### src/rtl/mux4_rr_arbiter.sv
`default_nettype none
// ============================================================================
// Module   : mux4_rr_arbiter
// Purpose  : Round-robin arbiter that shares one 4:1 data mux between four
//            requesters.
//
//            - The grant drives the mux select.
//            - The selected data is registered onto a single output bus.
//            - One dead cycle (gnt = 0000) separates consecutive grants.
//              This models bus turnaround for a decoder/tristate style mux.
//
// Revision : 1.0 - initial release
//
// Ports    : clk       in   1   system clock, rising edge
//            rst_n     in   1   asynchronous active-low reset
//            req       in   4   level request per requester
//            din0..3   in   DW  requester data
//            gnt       out  4   one-hot grant, 0000 when none
//            sel       out  2   mux select (current or last grant index)
//            busy      out  1   FSM not in IDLE
//            dout      out  DW  registered muxed data
//            dout_vld  out  1   dout holds data captured from the owner
//
// Options  : `define MUX_ARB_TIMEOUT_EN enables the hold counter.
//            With it, an owner is forced to release after MAX_HOLD grant
//            cycles whenever another requester is waiting.
// ============================================================================
module mux4_rr_arbiter #(
    parameter int DW       = 8,
    parameter int MAX_HOLD = 15
) (
    input  logic          clk,
    input  logic          rst_n,
    input  logic [3:0]    req,
    input  logic [DW-1:0] din0,
    input  logic [DW-1:0] din1,
    input  logic [DW-1:0] din2,
    input  logic [DW-1:0] din3,
    output logic [3:0]    gnt,
    output logic [1:0]    sel,
    output logic          busy,
    output logic [DW-1:0] dout,
    output logic          dout_vld
);

    // ------------------------------------------------------------------------
    // Parameter sanity: a zero hold limit would make the timeout meaningless.
    // ------------------------------------------------------------------------
    if (MAX_HOLD < 1) begin : g_chk_max_hold
        $error("mux4_rr_arbiter: MAX_HOLD must be >= 1");
    end

    // ------------------------------------------------------------------------
    // State encoding
    // ------------------------------------------------------------------------
    typedef enum logic [1:0] {
        S_IDLE    = 2'd0,
        S_GRANT   = 2'd1,
        S_RELEASE = 2'd2
    } state_t;

    state_t          state_q,  state_d;
    logic [3:0]      gnt_q,    gnt_d;
    logic [1:0]      sel_q,    sel_d;
    logic [1:0]      last_q,   last_d;
    logic [DW-1:0]   dout_q,   dout_d;
    logic            vld_q,    vld_d;

    logic [DW-1:0]   w_din_sel;
    logic [2:0]      w_pick;        // {found, index}
    logic            w_force_rel;

    // ------------------------------------------------------------------------
    // Rotating priority search.
    //
    // Indices are walked from the farthest (last itself) to the nearest
    // (last+1), so the nearest requesting index is the final assignment
    // and wins. The 2-bit addition wraps modulo 4 by construction.
    // ------------------------------------------------------------------------
    function automatic logic [2:0] rr_pick(input logic [3:0] r,
                                           input logic [1:0] last);
        logic [2:0] res;
        logic [1:0] idx;
        res = 3'b000;
        for (int i = 4; i >= 1; i--) begin
            idx = last + 2'(i);
            if (r[idx]) begin
                res = {1'b1, idx};
            end
        end
        return res;
    endfunction

    assign w_pick = rr_pick(req, last_q);

    // ------------------------------------------------------------------------
    // Shared data mux, steered by the registered select
    // ------------------------------------------------------------------------
    always_comb begin
        w_din_sel = din0;
        case (sel_q)
            2'd0:    w_din_sel = din0;
            2'd1:    w_din_sel = din1;
            2'd2:    w_din_sel = din2;
            default: w_din_sel = din3;
        endcase
    end

`ifdef MUX_ARB_TIMEOUT_EN
    // ------------------------------------------------------------------------
    // Hold counter.
    //
    // - hold_q counts completed grant cycles of the current owner.
    // - It is cleared outside GRANT, so it reads zero on the first grant
    //   cycle.
    // - It saturates at MAX_HOLD so an unopposed owner can keep the bus
    //   forever.
    // ------------------------------------------------------------------------
    localparam int            HW        = $clog2(MAX_HOLD + 1);
    localparam logic [HW-1:0] HOLD_LAST = HW'(MAX_HOLD - 1);
    localparam logic [HW-1:0] HOLD_MAX  = HW'(MAX_HOLD);

    logic [HW-1:0] hold_q, hold_d;

    always_comb begin
        hold_d = '0;
        if (state_q == S_GRANT) begin
            hold_d = (hold_q == HOLD_MAX) ? hold_q : hold_q + 1'b1;
        end
    end

    always_ff @(posedge clk or negedge rst_n) begin
        if (!rst_n) begin
            hold_q <= '0;
        end else begin
            hold_q <= hold_d;
        end
    end

    // This edge ends the MAX_HOLD-th grant cycle and someone else is
    // waiting, so the owner is forced off the bus.
    assign w_force_rel = (hold_q >= HOLD_LAST) && (|(req & ~gnt_q));
`else
    assign w_force_rel = 1'b0;
`endif

    // ------------------------------------------------------------------------
    // Next-state and registered-output logic
    // ------------------------------------------------------------------------
    always_comb begin
        state_d = state_q;
        gnt_d   = gnt_q;
        sel_d   = sel_q;
        last_d  = last_q;
        dout_d  = dout_q;
        vld_d   = vld_q;

        case (state_q)
            S_IDLE, S_RELEASE: begin
                // RELEASE is the single turnaround cycle.
                // Arbitration happens here exactly as in IDLE.
                gnt_d = 4'b0000;
                vld_d = 1'b0;
                if (w_pick[2]) begin
                    state_d = S_GRANT;
                    gnt_d   = 4'b0001 << w_pick[1:0];
                    sel_d   = w_pick[1:0];
                    last_d  = w_pick[1:0];
                end else begin
                    state_d = S_IDLE;
                end
            end

            S_GRANT: begin
                if (req[sel_q] && !w_force_rel) begin
                    dout_d = w_din_sel;
                    vld_d  = 1'b1;
                end else begin
                    // Owner dropped (or was timed out).
                    // sel is kept so it keeps pointing at the last owner.
                    state_d = S_RELEASE;
                    gnt_d   = 4'b0000;
                    vld_d   = 1'b0;
                end
            end

            default: begin
                state_d = S_IDLE;
                gnt_d   = 4'b0000;
                vld_d   = 1'b0;
            end
        endcase
    end

    always_ff @(posedge clk or negedge rst_n) begin
        if (!rst_n) begin
            state_q <= S_IDLE;
            gnt_q   <= 4'b0000;
            sel_q   <= 2'd0;
            last_q  <= 2'd3;            // requester 0 gets first priority
            dout_q  <= '0;
            vld_q   <= 1'b0;
        end else begin
            state_q <= state_d;
            gnt_q   <= gnt_d;
            sel_q   <= sel_d;
            last_q  <= last_d;
            dout_q  <= dout_d;
            vld_q   <= vld_d;
        end
    end

    // ------------------------------------------------------------------------
    // Outputs
    // ------------------------------------------------------------------------
    assign gnt      = gnt_q;
    assign sel      = sel_q;
    assign busy     = (state_q != S_IDLE);
    assign dout     = dout_q;
    assign dout_vld = vld_q;

endmodule
`default_nettype wire
### config.mk
export PLATFORM = sky130hd
export DESIGN_NAME = mux4_rr_arbiter
export DESIGN_NICKNAME = d
export VERILOG_FILES = /design/src/rtl/mux4_rr_arbiter.sv
export SDC_FILE = /design/constraint.sdc
export NUM_CORES = 1
export LEC_CHECK = 0
export CAP_MARGIN = 30
export CORE_MARGIN = 2
export CORE_UTILIZATION = 45
export CTS_CLUSTER_DIAMETER = 60
export DETAILED_ROUTE_END_ITERATION = 10
export DONT_BUFFER_PORTS = 1
export GPL_ROUTABILITY_DRIVEN = 0
export REMOVE_ABC_BUFFERS = 1
export SLEW_MARGIN = 0
export SYNTH_ARGS = -nofsm -noshare
export SYNTH_HDL_FRONTEND = slang
export SYNTH_SLANG_ARGS = --single-unit
### constraint.sdc
create_clock -name clk -period 2.45 [get_ports clk]
set_input_delay 0.735 -clock clk [delete_from_list [all_inputs] [get_ports clk]]
set_output_delay 0.735 -clock clk [all_outputs]
set_load 0.005 [all_outputs]
# ---- Yosys cells after proc, flatten, opt, wreduce, memory -nomap -nowiden
# Cells that the tools add are included.
dict set report totals {
  wordCells 49
  input_bits 38
  output_inout_bits 16
  ff_bits 19
}
dict set report op_classes {
  n_eq_ne 5
  add_sub_neg 3
  n_reduce_logical 6
  order_cmp 5
  n_mux 23
  shift 1
}
# op count
set ops {}
lappend ops {{8-bit one-hot mux with 3 select lines} 1}
lappend ops {{2-bit by 3-bit less-than comparator with 1-bit output, second input constant} 5}
lappend ops {{3-bit two-way mux} 4}
lappend ops {{1-bit binary-select mux with 2-bit select} 5}
lappend ops {{1-bit two-way mux} 8}
lappend ops {{4-bit two-way mux} 2}
lappend ops {{4-bit one-hot mux with 2 select lines} 1}
lappend ops {{2-bit adder, second input constant} 2}
lappend ops {{2-bit by 1-bit equality test with 1-bit output, second input constant} 2}
lappend ops {{2-bit equality test, second input constant} 2}
lappend ops {{2-bit logical NOT} 2}
lappend ops {{2-bit one-hot mux with 2 select lines} 1}
lappend ops {{2-bit AND reduction} 2}
lappend ops {{1-bit by 2-bit << shifter with 4-bit output, first input constant} 1}
lappend ops {{2-bit by 1-bit adder with 2-bit output, second input constant} 1}
lappend ops {{2-bit two-way mux} 1}
lappend ops {{2-bit inequality test, second input constant} 1}
lappend ops {{2-bit nonzero test} 1}
lappend ops {{2-bit OR reduction} 1}

# ---- Logic depth before layout (Yosys ltp)
dict set report depth {
  depth_word 9
  depth_mapped 6
  ltp_nobuf 4
}

# ---- Worst setup path after synthesis
# No wires, ideal clock.
dict set report synth_timing {
  path_kind {input to register}
  from {in req[3]}
  to {reg dout_q[1] (netlist: dout[1])}
  arrival_time_ps 1794
  slack_ps 531
  n_path_buf 1
  path_stages 4
  t_required_ps 2325
  setup_ps 125
  cell_sequence {mux4_2 > nand3b_2 > buf_6 > mux2_2}
}
dict set report synth_between {
  elab_chain_len 3
}
# item line_no
set synth_rtl {}
lappend synth_rtl {{start, declared} 34} ;# input logic [3:0] req,
lappend synth_rtl {{1-bit binary-select mux with 2-bit select} 175} ;# if (req[sel_q] && !w_force_rel) begin
lappend synth_rtl {{1-bit two-way mux (not written as such)} 175}
lappend synth_rtl {{2-bit AND reduction (no line)} -}
lappend synth_rtl {{end signal, assigned} 208} ;# dout_q <= dout_d;
lappend synth_rtl {{end, declared} 66} ;# logic [DW-1:0] dout_q, dout_d;
# Every way passes these cells. The select of a mux whose other input is x is not followed.
# A chain may end at the register's enable or synchronous reset.

# ---- Final worst setup path
dict set report layout_timing {
  from {reg state_q[0]}
  to {out busy}
}
dict set report layout_between {
  elab_chain_len 1
}
# item line_no
set layout_rtl {}
lappend layout_rtl {{start, declared} 62} ;# state_t state_q, state_d;
lappend layout_rtl {{start signal, assigned} 204} ;# state_q <= state_d;
lappend layout_rtl {{2-bit nonzero test} 218} ;# assign busy = (state_q != S_IDLE);
lappend layout_rtl {{end, declared} 41} ;# output logic busy,
# Every way passes these cells.

==> key figures <==
Run status
  • Status: complete, no violations

Pwr
  • Internal: 0.0008922 W
  • Power density cells: 1237 nW/um^2
  • Clk pwr share: 11.4%
  • Seq pwr share: 45.1%
  • Sw power: 0.0004688 W
  • Net Sw Frac: 34.44%
  • Leak: 0.4765 nW
  • Gate power share: 43.5%
  • Peak supply drop: 0.5833 mV

Setup path
  • Cell family with most CP delay: flip-flops
  • Startpoint Class: flop
  • Worst-case reg-to-reg path depth: 3
  • Worst path cell trace: or2_2
  • Crit path DAT: 1090 ps
  • Crit end category: output port
  • Reg2reg start: sel[0]
  • Critical R2R Capture: dout[7]
  • Setup slack, reg-to-reg: 750 ps
  • Crit path largest cell delay: 470 ps
  • Kind of critical path: flop to output port
  • Bufs and invs on worst path: 0
  • CP Data Required Time: 1710 ps
  • Critical path peak fanout: 8
  • CP max-delay cell: dfrtp_1

Layout
  • Diode count: 0
  • NumNets Final: 115
  • Layout Cells excl Fill: 104
  • Area Growth Syn to Fin: 4.767%
  • Layout cells sized above 1: 28.95%
  • Most frequent cells in the layout: dfrtp_1, mux2_2, mux4_1
  • Commonest non-fill, non-tap cell in the layout: dfrtp_1

Floorplanning
  • IO Pins: 54
  • Die Span X: 52.30 um
  • Rows: 17
  • Die Y: 52.30 um
  • Die ar.: 2735 um^2
  • Core area: 2212 um^2
  • Initial Utilization: 47.45%

Flow run
  • Max Cap Viol: 0

STA
  • Final hold viol count: 0
  • Fin. max-slew vios: 0
  • Setup TNS: 0 ps
  • Minimum clock period: 1820 ps
  • Clk_skew: 3.549 ps
  • Worst Max-Slew Pin Slew: 520.5 ps
  • Fmax: 549.4 MHz
  • Fin crit share: 74.29%
  • Final setup violation count: 0
  • RSZ-0062 raised after global routing: no
  • Slew HR: 65.30%

Detailed routing
  • ANT nets after route: 0
  • Drt initial violations: 12
  • Final WL: 1.890 mm
  • Pre-Repair DR Iteration Count: 4
  • Wire per inst: 18.17 um
  • DRC: 0
  • DR vias: 663
  • Via density: 6.375

Clock network
  • Root cell of the clock tree: clkbuf_4
  • Post-CTS Resized: 0
  • Hold buffer count at CTS: 0
  • Clock-pin slew on the worst setup and hold paths: 110 ps
  • Setup Fix Bufs, Post-CTS: 0
  • Htree depth: 1
  • CTS tree: yes
  • Clock latency on the worst-skew pair: 290 ps
  • Clock sinks: 19
  • Max Root-Sink Buffers: 2
  • Num CTS Buffers: 3

Global routing
  • Antenna violations before repair: 0
  • First-pass GRT wire length: 3.042 mm
  • Largest net degree at the start of global routing: 20
  • Gr usage total: 15.50%
  • GRT overflow: 0
  • Vias in the first global route: 686

Synth
  • Synth warn: 0
  • Mapped Area: 1050 um^2
  • Register area share after synthesis: 45.53%
  • Cell count after synthesis: 73
  • Yosys cell types: 27
  • Syn_area_per_cell: 14.38 um^2
  • Synthesis-stage register bit count: 19

Place
  • Post-DP HPWL: 1.447 mm
  • Dpl cells: 100
  • IO Port Bufs: 0

Min path
  • Min-delay worst type: input port to asynchronous set/reset pin
-- synthesized netlist by cell type --
master | count | area share [%]
dfrtp_1 | 17 | 41
mux2_2 | 10 | 11
mux4_1 | 8 | 20
nand2_1 | 5 | 1.8
nand2b_1 | 4 | 2.4
nor2_1 | 3 | 1.1
nor2b_1 | 3 | 1.8
a21o_1 | 2 | 1.4
buf_6 | 2 | 2.1
dfstp_2 | 2 | 5.0
a21oi_1 | 1 | 0.48
a22o_1 | 1 | 0.83
a31oi_1 | 1 | 0.60
a32o_1 | 1 | 0.95
clkbuf_2 | 1 | 0.48
inv_1 | 1 | 0.36
inv_4 | 1 | 0.60
mux2i_1 | 1 | 0.95
mux4_2 | 1 | 2.1
nand3_1 | 1 | 0.48
nand3b_1 | 1 | 0.72
nand3b_2 | 1 | 1.1
nor3b_1 | 1 | 0.72
o21ai_0 | 1 | 0.48
o221ai_1 | 1 | 0.83
o32ai_1 | 1 | 0.83
or2_2 | 1 | 0.60
-- sequential cells by signal (all words and copies together) (netlist names) --
register / flops
dout: 8
dout_vld: 1
gnt: 4
last_q: 2
sel: 2
state_q: 2
-- worst max-delay path by stage --
stage                          start       to  slack, ps  cells past startpoint
after floorplan               req[3]  dout[0]        510                      3
after global placement        req[3]  dout[0]        430                      3
after detailed placement      req[3]  dout[7]        390                      3
after CTS                 state_q[0]     busy        610                      1
after global routing      state_q[0]     busy        560                      1
final                     state_q[0]     busy        630                      1
-- final cells by class --
| class | instances | area, um^2 |
|---|---|---|
| Clock buffer | 3 | 22.52 |
| Fill cell | 198 | 1112 |
| Timing Repair Buffer | 2 | 15.01 |
| Tap cell | 28 | 35.03 |
| Multi-Input combinational cell | 49 | 534.3 |
| Clock inverter | 1 | 5.005 |
| Sequential cell | 19 | 478.0 |
| Inverter | 2 | 10.01 |
-- power by group through the flow --
stage	Combinational (W)	Clock (W)	Sequential, W
2_1_floorplan	0.000456	0	0.000626
3_3_place_gp	0.000584	0	0.000622
3_5_place_dp	0.000607	0	0.000625
4_1_cts	0.000607	0.000162	0.000618
5_1_grt	0.000655	0.000175	0.000642
6_report	0.000592	0.000155	0.000614
-- metal layers --
metal | vias to the layer above | wire (um) | track usage [%]
li1 | 290 | - | -
met1 | 332 | 686 | 17.44
met2 | 39 | 974 | 26.46
met3 | 2 | 219 | 8.000
met4 | 0 | 10 | 2.564
met5 | - | 0 | 0
-- per-stage QoR --
step           hold WS [ps]  cell area (um^2)  setup WS (ps)  util, %  power (W)
6_report              117.4              1100          629.8    49.72   0.001361
3_3_place_gp          439.8              1072          434.9    48.47   0.001206
2_1_floorplan         437.3              1022          514.2        -   0.001081
4_1_cts               103.8              1100          612.5    49.72   0.001388
3_5_place_dp          439.9              1072          393.5    48.47   0.001231
5_1_grt               81.87              1100          561.6    49.72   0.001472
-- kinds of logic (layout without fill, tap and decap cells) --
| group | after synthesis | after routing | share of synthesized area (%) |
|---|---|---|---|
| simple gates | 20 | 20 | 10.61 |
| mux | 20 | 20 | 33.85 |
| buf+inv | 5 | 8 | 3.575 |
| flops | 19 | 19 | 45.53 |
| compound gates | 9 | 9 | 6.436 |
No activity file was read; power rests on OpenSTA's default activity.
